### src/rtl/gemm_issue_ctrl.sv
// Issue controller for the GEMM functional unit: holds one dispatched op, waits for its
// matrix operands, issues it over valid/ready, then pulses writeback on the matching completion.
module gemm_issue_ctrl #(
  parameter int REG_W   = 4,
  parameter int NREGS   = 16,
  parameter int TAG_W   = 5,
  parameter int TIMEOUT = 255
) (
  input  logic             CLK,
  input  logic             nRST,
  input  logic             dispatch_en,
  input  logic [REG_W-1:0] dispatch_rs1,
  input  logic [REG_W-1:0] dispatch_rs2,
  input  logic [REG_W-1:0] dispatch_rs3,
  input  logic [REG_W-1:0] dispatch_rd,
  input  logic [TAG_W-1:0] dispatch_tag,
  output logic             dispatch_ready,
  input  logic [NREGS-1:0] reg_ready,
  output logic             issue_valid,
  input  logic             issue_ready,
  output logic [REG_W-1:0] issue_rs1,
  output logic [REG_W-1:0] issue_rs2,
  output logic [REG_W-1:0] issue_rs3,
  output logic [REG_W-1:0] issue_rd,
  output logic [TAG_W-1:0] issue_tag,
  input  logic             done_valid,
  input  logic [TAG_W-1:0] done_tag,
  output logic             wb_valid,
  output logic [REG_W-1:0] wb_rd,
  output logic [TAG_W-1:0] wb_tag,
  output logic             busy,
  input  logic             flush,
  output logic [1:0]       err
);

  typedef enum logic [2:0] {
    IDLE     = 3'd0,
    WAIT_OPS = 3'd1,
    ISSUE    = 3'd2,
    EXEC     = 3'd3,
    DRAIN    = 3'd4
  } state_t;

  localparam logic [7:0] CNT_MAX   = 8'hFF;
  localparam logic [7:0] TIMEOUT_C = 8'(TIMEOUT);

  state_t           state, state_nxt;
  logic [REG_W-1:0] rs1_q, rs2_q, rs3_q, rd_q;
  logic [TAG_W-1:0] tag_q;
  logic [7:0]       cnt_q, cnt_nxt;
  logic [1:0]       err_q;
  logic             ops_ready, tag_match, accept, wb_fire;

  // Duplicate indices simply select the same bit, so no special case is needed.
  assign ops_ready = reg_ready[rs1_q] & reg_ready[rs2_q] & reg_ready[rs3_q];
  assign tag_match = done_valid && (done_tag == tag_q);
  assign accept    = (state == IDLE) && dispatch_en && !flush;

  // NOTE: every output of this block gets a default first, so no path leaves a latch.
  always_comb begin
    state_nxt = state;
    cnt_nxt   = cnt_q;
    wb_fire   = 1'b0;
    case (state)
      IDLE: begin
        if (accept) state_nxt = WAIT_OPS;
      end
      WAIT_OPS: begin
        if (flush)          state_nxt = IDLE;
        else if (ops_ready) state_nxt = ISSUE;
      end
      ISSUE: begin
        if (issue_ready) begin
          state_nxt = flush ? DRAIN : EXEC;
          cnt_nxt   = '0;
        end else if (flush) begin
          state_nxt = IDLE;
        end
      end
      EXEC: begin
        cnt_nxt = (cnt_q == CNT_MAX) ? cnt_q : cnt_q + 8'd1;
        if (tag_match) begin
          state_nxt = IDLE;
          wb_fire   = !flush;
        end else if (flush) begin
          state_nxt = DRAIN;
        end
      end
      DRAIN: begin
        if (tag_match) state_nxt = IDLE;
      end
      default: state_nxt = IDLE;
    endcase
  end

  // NOTE: sequential state uses non-blocking assignments so all registers update together.
  always_ff @(posedge CLK or posedge nRST) begin
    if (nRST) begin
      state <= IDLE;
      rs1_q <= '0;
      rs2_q <= '0;
      rs3_q <= '0;
      rd_q  <= '0;
      tag_q <= '0;
      cnt_q <= '0;
      err_q <= '0;
    end else begin
      state <= state_nxt;
      cnt_q <= cnt_nxt;
      if (accept) begin
        rs1_q <= dispatch_rs1;
        rs2_q <= dispatch_rs2;
        rs3_q <= dispatch_rs3;
        rd_q  <= dispatch_rd;
        tag_q <= dispatch_tag;
      end
      if (dispatch_en && state != IDLE)                err_q[0] <= 1'b1;
      if (state == EXEC && cnt_nxt == TIMEOUT_C)       err_q[1] <= 1'b1;
    end
  end

  assign dispatch_ready = (state == IDLE);
  assign busy           = (state != IDLE);
  assign issue_valid    = (state == ISSUE);
  assign issue_rs1      = rs1_q;
  assign issue_rs2      = rs2_q;
  assign issue_rs3      = rs3_q;
  assign issue_rd       = rd_q;
  assign issue_tag      = tag_q;
  assign wb_valid       = wb_fire;
  assign wb_rd          = wb_fire ? rd_q  : '0;
  assign wb_tag         = wb_fire ? tag_q : '0;
  assign err            = err_q;

endmodule

### config.mk
export PLATFORM = sky130hd
export DESIGN_NAME = gemm_issue_ctrl
export DESIGN_NICKNAME = d
export VERILOG_FILES = /design/src/rtl/gemm_issue_ctrl.sv
export SDC_FILE = /design/constraint.sdc
export NUM_CORES = 1
export LEC_CHECK = 0
export BUFFER_PORTS_ARGS = -buffer_cell sky130_fd_sc_hd__buf_2
export CAP_MARGIN = 20
export CORE_MARGIN = 3
export CORE_UTILIZATION = 30
export CTS_CLUSTER_DIAMETER = 100
export DETAILED_ROUTE_END_ITERATION = 16
export PLACE_DENSITY = 0.57
export SYNTH_ARGS = -nofsm -noshare
export SYNTH_HDL_FRONTEND = slang
export SYNTH_SLANG_ARGS = --single-unit
### constraint.sdc
create_clock -name CLK -period 2.2 [get_ports CLK]
set_input_delay 0.44 -clock CLK [delete_from_list [all_inputs] [get_ports CLK]]
set_output_delay 0.44 -clock CLK [all_outputs]
set_load 0.02 [all_outputs]
### Word level (Yosys, flattened, before mapping)

Index checks and enable logic that the tools add are counted.

* add/subtract/negate cells: 1
* multiply operators: 0
* div/mod/pow operators: 0
* order comparisons: 3
* eq/ne operators: 12
* shift-type cells: 0
* multiplexer cells: 23
* bitwise gates (word level): 2
* reductions and logical operators: 9

Operator list (count)
* $mux 3: 9
* $eq 8x8->1 const B: 2
* $mux 8: 2
* $pmux 8 s2: 1
* $lt 4x5->1 const B: 3
* $pmux 3 s5: 1
* $bmux 1 s4: 3
* $add 8x1->8 const B: 1
* $eq 3x2->1 const B: 2
* $ne 3x3->1 const B: 2
* $eq 5x5->1: 1
* $logic_and 1x1->1: 5
* $mux 1: 5
* $mux 5: 1
* $reduce_and 5->1: 1
* $mux 4: 1
* $eq 3x1->1 const B: 1
* $eq 3x3->1 const B: 1
* $logic_not 3->1: 1
* $ne 3x1->1 const B: 1
* $reduce_bool 3->1: 1
* $and 1x1->1: 2
* $ne 2x1->1 const B: 1
* $ne 2x2->1 const B: 1
* $logic_not 1->1: 1

* register bits after elaboration: 34
* bits in latches: 0
* bits in writable memories: 0
* ROM bits: 0
* memories: 0

### Logic depth before layout (Yosys ltp)

Gate-level depths: netlist (run 1).

* depth in word-level cells: 7
* mapped depth: 8

### Worst setup path before layout (run 1)

Ideal clock, no wire load.

* kind: register to output
* start: reg tag_q[4], in the netlist issue_tag[4]
* end: out wb_rd[0]
* arrival: 2273 ps
* path slack: -513 ps
* stages on the path, launching flop included: 6
* path buffers: 0
* path through: dfrtp_1 > xor2_1 > nor4_2 > nand3_2 > nor3_1 > and2_1

* longest elaborated chain between the ends: 5

Ends and longest elaborated chain
* from (decl): RTL line 49 `logic [TAG_W-1:0] tag_q;`
* from (signal assigned): RTL line 115 `tag_q <= dispatch_tag;`
* $eq 5x5->1: RTL line 56 `assign tag_match = done_valid && (done_tag == tag_q);`
* $logic_and 1x1->1: RTL line 56
* $mux 1: RTL line 82 `if (tag_match) begin`
* $mux 1: RTL line 64 `case (state)`
* named net wb_valid: RTL line 28 `output logic wb_valid,`
* $mux 4: RTL line 131 `assign wb_rd = wb_fire ? rd_q : '0;`
* to (decl): RTL line 29 `output logic [REG_W-1:0] wb_rd,`

The timed path passes the listed nets, and every way through them passes these cells.

### Final worst setup path (run 1)

* start: reg tag_q[4], in the netlist issue_tag[4]
* end: out wb_tag[1]

* longest elaborated chain between the ends: 5

Ends and longest elaborated chain
* $eq 5x5->1: RTL line 56
* $logic_and 1x1->1: RTL line 56
* $mux 1: RTL line 82
* $mux 1: RTL line 64
* $mux 5: RTL line 132 `assign wb_tag = wb_fire ? tag_q : '0;`
* to (decl): RTL line 30 `output logic [TAG_W-1:0] wb_tag,`

No other way between the ends.

==> results.tsv, run 1 <==
stage	metric	value	unit
run_status	status	complete, but fails checks	
run_status	violations	setup timing	
final_layout	seq_area	853.3	sq um
final_layout	multi_input_area	1291	sq um
global_route	grt_use_total	14.69	%
logic_synthesis	synthesis.nets	243	
cts	cts.sinks	34	
setup_path	crit_required	1.76	ns
logic_synthesis	synth_top_area_cell	dfrtp_1	
logic_synthesis	synth_area_leaders	dfrtp_1 (40%), mux2_2 (11%), mux2i_1 (7.0%)	
global_route	grt_max_degree	35	
timing	max_freq	0.4169	GHz
logic_synthesis	async_flop_share	100.0	%
final_layout	final_cell_area	3050	sq um
cts	cts_buffers	5	
cts	cts_tree	done	
setup_path	cp-endpoint	wb_tag[1]	
setup_path	crit_family	simple AND/OR/NAND/NOR gates	
floorplan	dieArea	8212	sq um
pwr	p_leak	1.404	nW
routing	dr_total_vias	1987	
timing	relSlewSlack	70.21	%
global_route	grt_pass1_wl	9901	um
timing	period_needed	2.398	ns
final_layout	fin_nets	345	
final_layout	nFillCells	675	
routing	drt_pre_antenna_iters	4	
final_layout	diodes	0	
cts	cts.clk_slew.worst_paths	0.08	ns
cts	root_buffer	clkbuf_8	
floorplan	fp-row-count	30	
placement	io_buffers	83	
timing	finalHoldViolCount	0	
logic_synthesis	synth_flop_cell	dfrtp_1	
routing	antenna_left	0	
routing	first_iter_violations	119	
cts	htreeDepth	2	
logic_synthesis	yosys_warnings	0	
setup_path	r2r-end	state[2]	
placement	gp_congestion	0.8634	
final_layout	finalNonFillerCells	393	
setup_path	crit_path_cell_trace	xor2_2, nor4_4, nand3_2, nor3_4, buf_12, and2_2, buf_6	
routing	totalWireLength	5902	um
logic_synthesis	synth.top_cell.area_share	39.60	%
setup_path	critPathArrivalTime	1.96	ns
setup_path	worstSetupEndpointType	output pin	
pwr	ir_worst_vdd	0.0006479	V
placement	place_inst	382	
floorplan	fp.dieW	90.62	um
global_route	antenna_found_initial	0	
floorplan	core_area	6869	sq um
logic_synthesis	syn_inst	194	
logic_synthesis	yosys_register_bits	34	
setup_path	slowest_delay	0.43	ns
pwr	power_density	1312	nW/um^2
timing	worst_slew_pin_slew	0.4413	ns
setup_path	crit_fanout	10	
timing	setup_violations	10	
logic_synthesis	yosysSeqAreaShare	39.60	%
placement	placed_cell_area	2801	sq um
cts	clock_latency	0.29	ns
setup_path	critPathLaunchType	register	
logic_synthesis	synthTopCellsByCount	dfrtp_1 (34), mux2_2 (21), mux2i_1 (15), nand2_1 (12)	
setup_path	startpoint	issue_tag[4]	
final_layout	final_util	44.41	%
setup_path	critPathSlowestCell	dfrtp_2	
floorplan	fp.dieH	90.62	um
run	drv_cap	0	
setup_path	r2r_start	issue_tag[4]	
final_layout	drive_above_1_share	52.86	%
timing	post-route-period-util	109.0	%
setup_path	crit_buf_inv	2	
logic_synthesis	netlist_area	2148	sq um
timing	setup_ws	-0.1984	ns
floorplan	initial_utilization	31.28	%
final_layout	syn2layout_area_growth	41.99	%
global_route	overflow	0	
routing	vias_per_cell	5.056	
placement	dp_hpwl	4422	um
routing	wire_per_inst	15.02	um
cts	clockBufferDepth	2	
routing	drc	0	
timing	rsz0062_at_grt	true	
logic_synthesis	synth_cell_types	47	
worst_hold_path	min_path_type	in2async	
logic_synthesis	post-synth-top-count-cell	dfrtp_1	
pwr	power.total	0.004002	W
setup_path	r2r_cells	9	
global_route	first_global_vias	2089	
floorplan	ios	84	
timing	slew_viol_final	0	
setup_path	rrSetupSlack	0.07	ns
setup_path	path_class	reg2out	
logic_synthesis	synth-edff-count	0	
logic_synthesis	syn_avg_cell_area	11.07	sq um
timing	fin_skew	0.006595	ns
setup_path	cp_num_cells	7	
routing by layer:
layer	routed length (um)	track usage [%]	vias to the layer above
met5	0	0	-
met4	61	4.209	0
met3	356	3.583	7
met2	3003	25.08	69
met1	2481	18.36	957
li1	-	-	954
through the flow:
stage	hold slack, ns	setup TNS, ns	setup slack [ns]
floorplan	0.4655	-0.1314	-0.03703
global route	0.2803	-3.306	-0.3314
detailed placement	0.4429	-0.7542	-0.1086
global placement	0.4385	-0.6681	-0.1045
finish	0.2292	-1.876	-0.1984
CTS	0.2376	-2.245	-0.2318
cells in the final DEF (no fill, tap or decap), types with 2 or more instances in the layout:
cell,Yosys,layout
buf_2,2,73
dfrtp_1,34,32
mux2_2,21,21
buf_4,0,16
mux2i_1,15,15
nand2_1,12,12
a21oi_1,11,11
buf_6,1,11
nor2_1,7,7
and2_2,1,7
nand3_1,6,6
mux4_2,6,6
inv_1,5,5
clkbuf_8,0,5
nor3_1,5,4
o21ai_0,5,4
nand3b_1,3,3
and2_1,11,3
a211oi_1,3,3
a41oi_1,3,3
xor2_1,4,3
nand4_1,3,3
and2_4,1,3
or3_1,2,2
o211ai_1,2,2
nor3b_1,2,2
a311oi_1,2,2
a21o_1,2,2
and3_1,2,2
nand3_2,2,2
a32oi_1,2,2
bufinv_16,0,2
dfrtp_2,0,2
how the worst min path moves through the flow:
stage / startpoint / end / cells past startpoint
2_1_floorplan: state[2] / state[1] / 1
3_3_place_gp: err[0] / err[0] / 1
3_5_place_dp: err[0] / err[0] / 1
4_1_cts: nRST / issue_rs3[2] / 3
5_1_grt: nRST / issue_rd[3] / 3
6_report: nRST / issue_rd[0] / 3
flip-flops by register name, summed over array words and instances (netlist names):
signal and count:
cnt_q 8, err 2, issue_rd 4, issue_rs1 4, issue_rs2 4, issue_rs3 4, issue_tag 5, state 3
layout make-up:
type / count / share of cell area [%]
Sequential cell: 34 / 27.97
Clock buffer: 5 / 2.256
Timing Repair Buffer: 101 / 20.63
Tap cell: 96 / 3.938
Clock inverter: 3 / 2.256
Inverter: 5 / 0.6153
Multi-Input combinational cell: 149 / 42.33
worst reg2reg max path: stages, from the launching register on:
cell	delay (ns)
dfrtp_2	0.43
xor2_2	0.19
nor4_4	0.32
nand3_2	0.15
buf_6	0.16
buf_6	0.11
o211ai_1	0.26
o31ai_2	0.14
nand2_1	0.11
mux2i_1	0.18
logic make-up after synthesis:
| kind of cell | synth area share (%) |
|---|---|
| and+or+nand+nor | 17.18 |
| muxes | 25.51 |
| AOI/OAI and AO/OA | 12.70 |
| DFF | 39.60 |
| buffers and inverters | 2.388 |
| xor gates and xnor gates | 2.038 |
| adders and majority gates | 0.5823 |
report_power, final:
part / total, W / internal [W] / switching [W]
Clock: 0.000705 / 0.000454 / 0.000251
Combinational: 0.00207 / 0.00101 / 0.00106
Sequential: 0.00123 / 0.000877 / 0.000352
Total: 0.00400 / 0.00234 / 0.00166
what timing repair did:
action                                  CTS  global route
hold buffers                              0             0
buffers inserted                          2             2
endpoints found under the setup margin   10            14
gates resized for setup                  17             9
pin swaps                                 3             2
(Power assumes the default switching activity.)
==> run 2: changes to the inputs <==
--- a/config.mk
+++ b/config.mk
@@ -13,2 +13,3 @@
 export DETAILED_ROUTE_END_ITERATION = 16
+export GPL_TIMING_DRIVEN = 0
 export PLACE_DENSITY = 0.57
==> constraint.sdc (replaced) <==
create_clock -name CLK -period 2.2 [get_ports CLK]
set_input_delay 0.22 -clock CLK [delete_from_list [all_inputs] [get_ports CLK]]
set_output_delay 0.22 -clock CLK [all_outputs]
set_load 0.02 [all_outputs]
==> run 2 against run 1 <==
The run now ends clean; wire length is 2.1% lower; global-route usage decreased by 0.62 points; worst hold slack worse by 0.18 ns; critical path depth is 1 higher; flip-flop and latch count is the same; via count shrank 2.7%; clock skew up 0.0021 ns.
==> results.tsv, run 2 (synthesis gave the netlist of run 1 again) <==
stage	metric	value	unit	change
setup_path	path_class	reg2out		
global_route	grt_use_total	14.07	%	-0.62 points
timing	setup_violations	0		-10
cts	clockBufferDepth	2		unchanged
routing	top_layer_used	met4		
final_layout	syn2layout_area_growth	39.78	%	
final_layout	fin_nets	340		-1.4%
routing	met3WireLength	384	um	+7.9%
global_route	overflow	0		unchanged
timing	post-route-period-util	98.57	%	-10 points
floorplan	core_area	6869	sq um	unchanged
cts	root_buffer	clkbuf_8		
global_route	grt_max_degree	35		unchanged
setup_path	crit_fanout	10		unchanged
global_route	first_global_vias	1908		-8.7%
pwr	p_int	0.002318	W	-1.0%
routing	drc	0		unchanged
pwr	p_comb_share	52.2	%	+0.5 points
cts	cts_tree	done		
timing	relSlewSlack	51.52	%	-19 points
cts	cts.clk_slew.worst_paths	0.08	ns	about the same
pwr	p_clk_share	17.7	%	about the same
setup_path	crit_required	1.98	ns	+0.22 ns
floorplan	fp-row-count	30		unchanged
timing	fin_skew	0.008728	ns	+0.002133 ns
placement	io_buffers	83		unchanged
timing	finalHoldViolCount	0		unchanged
placement	placed_cell_area	2689	sq um	-4.0%
pwr	power.total	0.003964	W	-0.94%
timing	worst_slew_pin_slew	0.7261	ns	+0.2849 ns
routing	routed-wl-met2	2890	um	-3.8%
setup_path	worstSetupEndpointType	output pin		
final_layout	final_cell_area	3003	sq um	-1.6%
timing	slew_viol_final	0		unchanged
cts	htreeDepth	2		unchanged
floorplan	ios	84		unchanged
final_layout	drive_above_1_share	51.03	%	-1.8 points
routing	totalWireLength	5779	um	-2.1%
final_layout	final_common_cell	buf_2		
placement	place_inst	373		-2.4%
setup_path	critPathLaunchType	register		
final_layout	nFillCells	654		-3.1%
final_layout	largest_reg_flops	8		unchanged
routing	drt_pre_antenna_iters	4		unchanged
global_route	antenna_found_initial	0		unchanged
global_route	grt_pass1_wl	9404	um	-5.0%
cts	cts_buffers	5		unchanged
timing	period_needed	2.168	ns	-0.2300 ns
floorplan	fp.dieW	90.62	um	unchanged
pwr	ir_worst_vdd	0.0007295	V	+13%
routing	wire_per_inst	14.89	um	-0.82%
routing	dr_total_vias	1934		-2.7%
cts	clock_latency	0.29	ns	about the same
floorplan	dieArea	8212	sq um	unchanged
pwr	p_sw	0.001646	W	-0.82%
routing	vias_per_cell	4.985		-1.4%
pwr	p_leak	1.395	nW	-0.65%
placement	gp_congestion	0.8359		-3.2%
final_layout	regMostFlops	cnt_q		
cts	hold_buffers	0		unchanged
final_layout	finalNonFillerCells	388		-1.3%
timing	rsz0062_at_grt	true		
floorplan	initial_utilization	31.28	%	unchanged
routing	first_iter_violations	77		-35%
worst_hold_path	min_path_type	in2async		
pwr	pwr-share-seq	30.1	%	-0.6 points
run	drv_cap	0		unchanged
run_status	status	finished clean		
placement	dp_hpwl	4393	um	-0.65%
pwr	p_sw_share	41.53	%	+0.050 points
floorplan	fp.dieH	90.62	um	unchanged
timing	max_freq	0.4612	GHz	+11%
routing	wirelength_met1	2447	um	-1.4%
final_layout	diodes	0		unchanged
final_layout	final_cell_mix	buf_2 (75), dfrtp_1 (34), mux2_2 (21), mux2i_1 (15)		
routing	antenna_left	0		unchanged
setup_path	critPathArrivalTime	1.95	ns	about the same
cts	cts.sinks	34		unchanged
pwr	power_density	1320	nW/um^2	+0.63%
## run 2: cell count changes in the layout (fill, tap and decap cells not counted), sizes merged
cell and delta:
buf -7, clkbuf +2
## run 2: power groups by stage
stage,Clock [W],Sequential [W],Combinational [W]
floorplan,0,0.00138,0.00122
global placement,0,0.00120,0.00196
detailed placement,0,0.00121,0.00198
CTS,0.000722,0.00120,0.00201
global route,0.000744,0.00125,0.00226
finish,0.000700,0.00119,0.00207
## run 2: worst paths after layout
path                                to  slack [ns]         start  cells after the start
max reg2reg                   state[1]        0.04  issue_tag[0]                      9
min reg2reg                     err[0]        0.46        err[0]                      1
min                        issue_rd[2]        0.04          nRST                      2
min in group CLK                err[0]        0.15   dispatch_en                      2
max                          wb_tag[3]        0.03  issue_tag[0]                      8
max in group asynchronous     cnt_q[2]        1.68          nRST                      2
## run 2: cell type report
class	count	area, sq um	share of cell area [%]
buffer	6	36.28	1.208
sequential	34	850.8	28.33
clock inverter	3	68.82	2.292
inverter	5	18.77	0.6250
tap	96	120.1	4.000
clock buffer	5	68.82	2.292
multi-input combinational	149	1306	43.50
timing repair buffer	90	533.0	17.75
## run 2: per-layer routing
| layer | global-route usage [%] | up-vias |
|---|---|---|
| li1 | - | 933 |
| met1 | 17.79 | 931 |
| met2 | 23.47 | 63 |
| met3 | 3.833 | 7 |
| met4 | 4.082 | 0 |
| met5 | 0 | - |
## run 2: timing repair
item                       4_1_cts  5_1_grt
setup buffers                    3        4
pin swaps                        4        7
gates resized for setup         15       18
setup endpoints to repair       12       13
## run 2: worst max-delay path, cell delays in order (launching register included)
cell     delay [ns]
dfrtp_1        0.40
xor2_1         0.18
nor4_2         0.26
buf_4          0.16
nand3_4        0.08
nor3_4         0.16
buf_12         0.15
and2_1         0.13
buf_4          0.14
## run 2: metrics by stage
step	TNS, ns	setup WS (ns)	hold WS [ns]	utilization (%)
finish	0	0.03156	0.04482	43.72
global route	-1.048	-0.1369	0.1022	43.72
CTS	-0.7319	-0.09169	0.07118	42.33
detailed placement	-0.9234	-0.1095	0.3932	39.14
global placement	-0.6853	-0.07783	0.4382	39.14
floorplan	0	0.02068	0.2843	-
==> run 3: changes to the inputs <==
- clock period: 2.2 -> 2.3 ns (I/O delays scaled with it)
==> run 3 against run 2 <==
Clock skew about the same; worst hold slack better by 0.0093 ns; worst setup slack gained 0.085 ns; cell area decreased by 2.7%; sequential share of layout area increased by 0.79 points; non-clock buffer count shrank 3; largest power group unchanged; global-route usage decreased by 0.053 points; via count is 0.10% higher; register-to-register slack better by 0.11 ns.
==> results.tsv, run 3 (synthesis gave the netlist of run 1 again) <==
stage	metric	value	unit	change
placement	io_buffers	83		unchanged
floorplan	initial_utilization	31.28	%	unchanged
timing	slew_viol_final	0		unchanged
placement	place_inst	373		unchanged
setup_path	slowest_delay	0.44	ns	+0.04 ns
cts	cts.clk_slew.worst_paths	0.08	ns	about the same
global_route	antenna_found_initial	0		unchanged
pwr	power_density	1277	nW/um^2	-3.2%
timing	period_needed	2.184	ns	
setup_path	critPathSlowestCell	dfrtp_1		
timing	relSlewSlack	51.79	%	+0.27 points
final_layout	diodes	0		unchanged
pwr	p_leak	1.341	nW	-3.9%
timing	post-route-period-util	94.94	%	
floorplan	core_area	6869	sq um	unchanged
routing	wire_per_inst	14.95	um	+0.36%
global_route	overflow	0		unchanged
global_route	busiest_layer	met2		
cts	cts_buffers	5		unchanged
floorplan	fp.dieH	90.62	um	unchanged
floorplan	fp-row-count	30		unchanged
global_route	use_met1	17.79	%	unchanged
setup_path	critPathArrivalTime	1.95	ns	about the same
routing	vias_per_cell	5.029		+0.88%
cts	clockBufferDepth	2		unchanged
final_layout	final_cell_area	2922	sq um	-2.7%
routing	totalWireLength	5755	um	-0.42%
routing	dr_total_vias	1936		+0.10%
setup_path	crit_fanout	10		unchanged
final_layout	syn2layout_area_growth	35.99	%	
routing	first_iter_violations	87		+13%
final_layout	regMostFlops	cnt_q		
timing	rsz0062_at_grt	true		
global_route	grt_use_total	14.02	%	-0.053 points
final_layout	final_cell_mix	buf_2 (75), dfrtp_1 (34), mux2_2 (21), mux2i_1 (15)		
global_route	first_global_vias	1903		-0.26%
setup_path	path_class	reg2out		
timing	setup_violations	0		unchanged
timing	setup_tns	0	ns	unchanged
cts	root_buffer	clkbuf_8		
final_layout	largest_reg_flops	8		unchanged
final_layout	final_common_cell	buf_2		
timing	fin_skew	0.009123	ns	+0.0003949 ns
cts	clock_latency	0.29	ns	about the same
floorplan	dieArea	8212	sq um	unchanged
timing	finalHoldViolCount	0		unchanged
placement	placed_cell_area	2689	sq um	unchanged
cts	cts.sinks	34		unchanged
placement	gp_congestion	0.8359		unchanged
floorplan	ios	84		unchanged
final_layout	fin_nets	337		-0.88%
timing	worst_slew_pin_slew	0.7221	ns	-0.004066 ns
global_route	grt_pass1_wl	9370	um	-0.36%
cts	cts_tree	done		
timing	max_freq	0.4579	GHz	
setup_path	critPathLaunchType	register		
global_route	met3_usage	3.750	%	-0.083 points
setup_path	worstSetupEndpointType	output pin		
setup_path	r2r_cells	9		unchanged
cts	htreeDepth	2		unchanged
global_route	use_met2	23.47	%	unchanged
routing	antenna_left	0		unchanged
final_layout	final_util	42.53	%	-1.2 points
run_status	status	finished clean		
final_layout	finalNonFillerCells	385		-0.77%
timing	hold_ws	0.05414	ns	+0.009319 ns
setup_path	crit_path_cell_trace	and2b_2, clkbuf_4, nand2_2, nor3_4, buf_12, and2_1, buf_4		
pwr	ir_worst_vdd	0.0006829	V	-6.4%
routing	drc	0		unchanged
floorplan	fp.dieW	90.62	um	unchanged
setup_path	crit_required	2.07	ns	+0.09 ns
worst_hold_path	min_path_type	in2async		
global_route	grt_max_degree	35		unchanged
run	drv_cap	0		unchanged
final_layout	drive_above_1_share	48.44	%	-2.6 points
placement	dp_hpwl	4393	um	unchanged
routing	drt_pre_antenna_iters	4		unchanged
[run 3: cell types whose count changed in the layout (fill, tap and decap cells not counted), sizes merged]
cell / before / now
buf: 94 / 91
[run 3: final cells by class]
cell class / count / area [sq um]
plain buffers: 6 / 36.28
clock buffers: 5 / 68.82
clock inverters: 3 / 68.82
fillers: 662 / 3948
inverters: 5 / 18.77
multi-input cells: 149 / 1274
flip-flops and latches: 34 / 850.8
well taps: 96 / 120.1
repair buffers: 87 / 484.2
[run 3: timing repair]
action / CTS / global route
pin swaps: 3 / 4
buffers inserted: 3 / 1
gates cloned: 0 / 0
gates resized for setup: 11 / 6
hold buffers: 0 / 0
setup endpoints to repair: 10 / 13
[run 3: stage by stage]
stage / worst slack [ns] / total power [W]
6_report: 0.1163 / 0.003732
5_1_grt: -0.02424 / 0.004003
4_1_cts: -0.001693 / 0.003760
3_5_place_dp: -0.01955 / 0.003052
3_3_place_gp: 0.01217 / 0.003030
2_1_floorplan: 0.1107 / 0.002491
[run 3: power by group]
group | internal (W) | leakage, nW | total (W) | switching, W
clock | 0.000434 | 0.0683 | 0.000668 | 0.000234
combinational | 0.000908 | 0.857 | 0.00192 | 0.00101
sequential | 0.000836 | 0.415 | 0.00114 | 0.000307
total | 0.00218 | 1.34 | 0.00373 | 0.00155
[run 3: worst paths after layout]
| check | from | to | slack, ns |
|---|---|---|---|
| max | state[2] | wb_tag[3] | 0.12 |
| min | nRST | issue_rd[2] | 0.05 |
| max reg2reg | issue_tag[0] | state[1] | 0.15 |
| min reg2reg | err[0] | err[0] | 0.46 |
| max in group asynchronous | nRST | cnt_q[2] | 1.78 |
| min in group CLK | dispatch_en | err[0] | 0.16 |
[run 3: layer usage]
metal | vias to the layer above | wire [um]
li1 | 926 | -
met1 | 935 | 2474
met2 | 70 | 2870
met3 | 5 | 364
met4 | 0 | 46
met5 | - | 0
[run 3: worst max-delay path, delay by kind of cell (launching register included)]
family        cells  cell delay [ns]
simple gates      4             0.75
flops             1             0.44
buf+inv           3             0.47
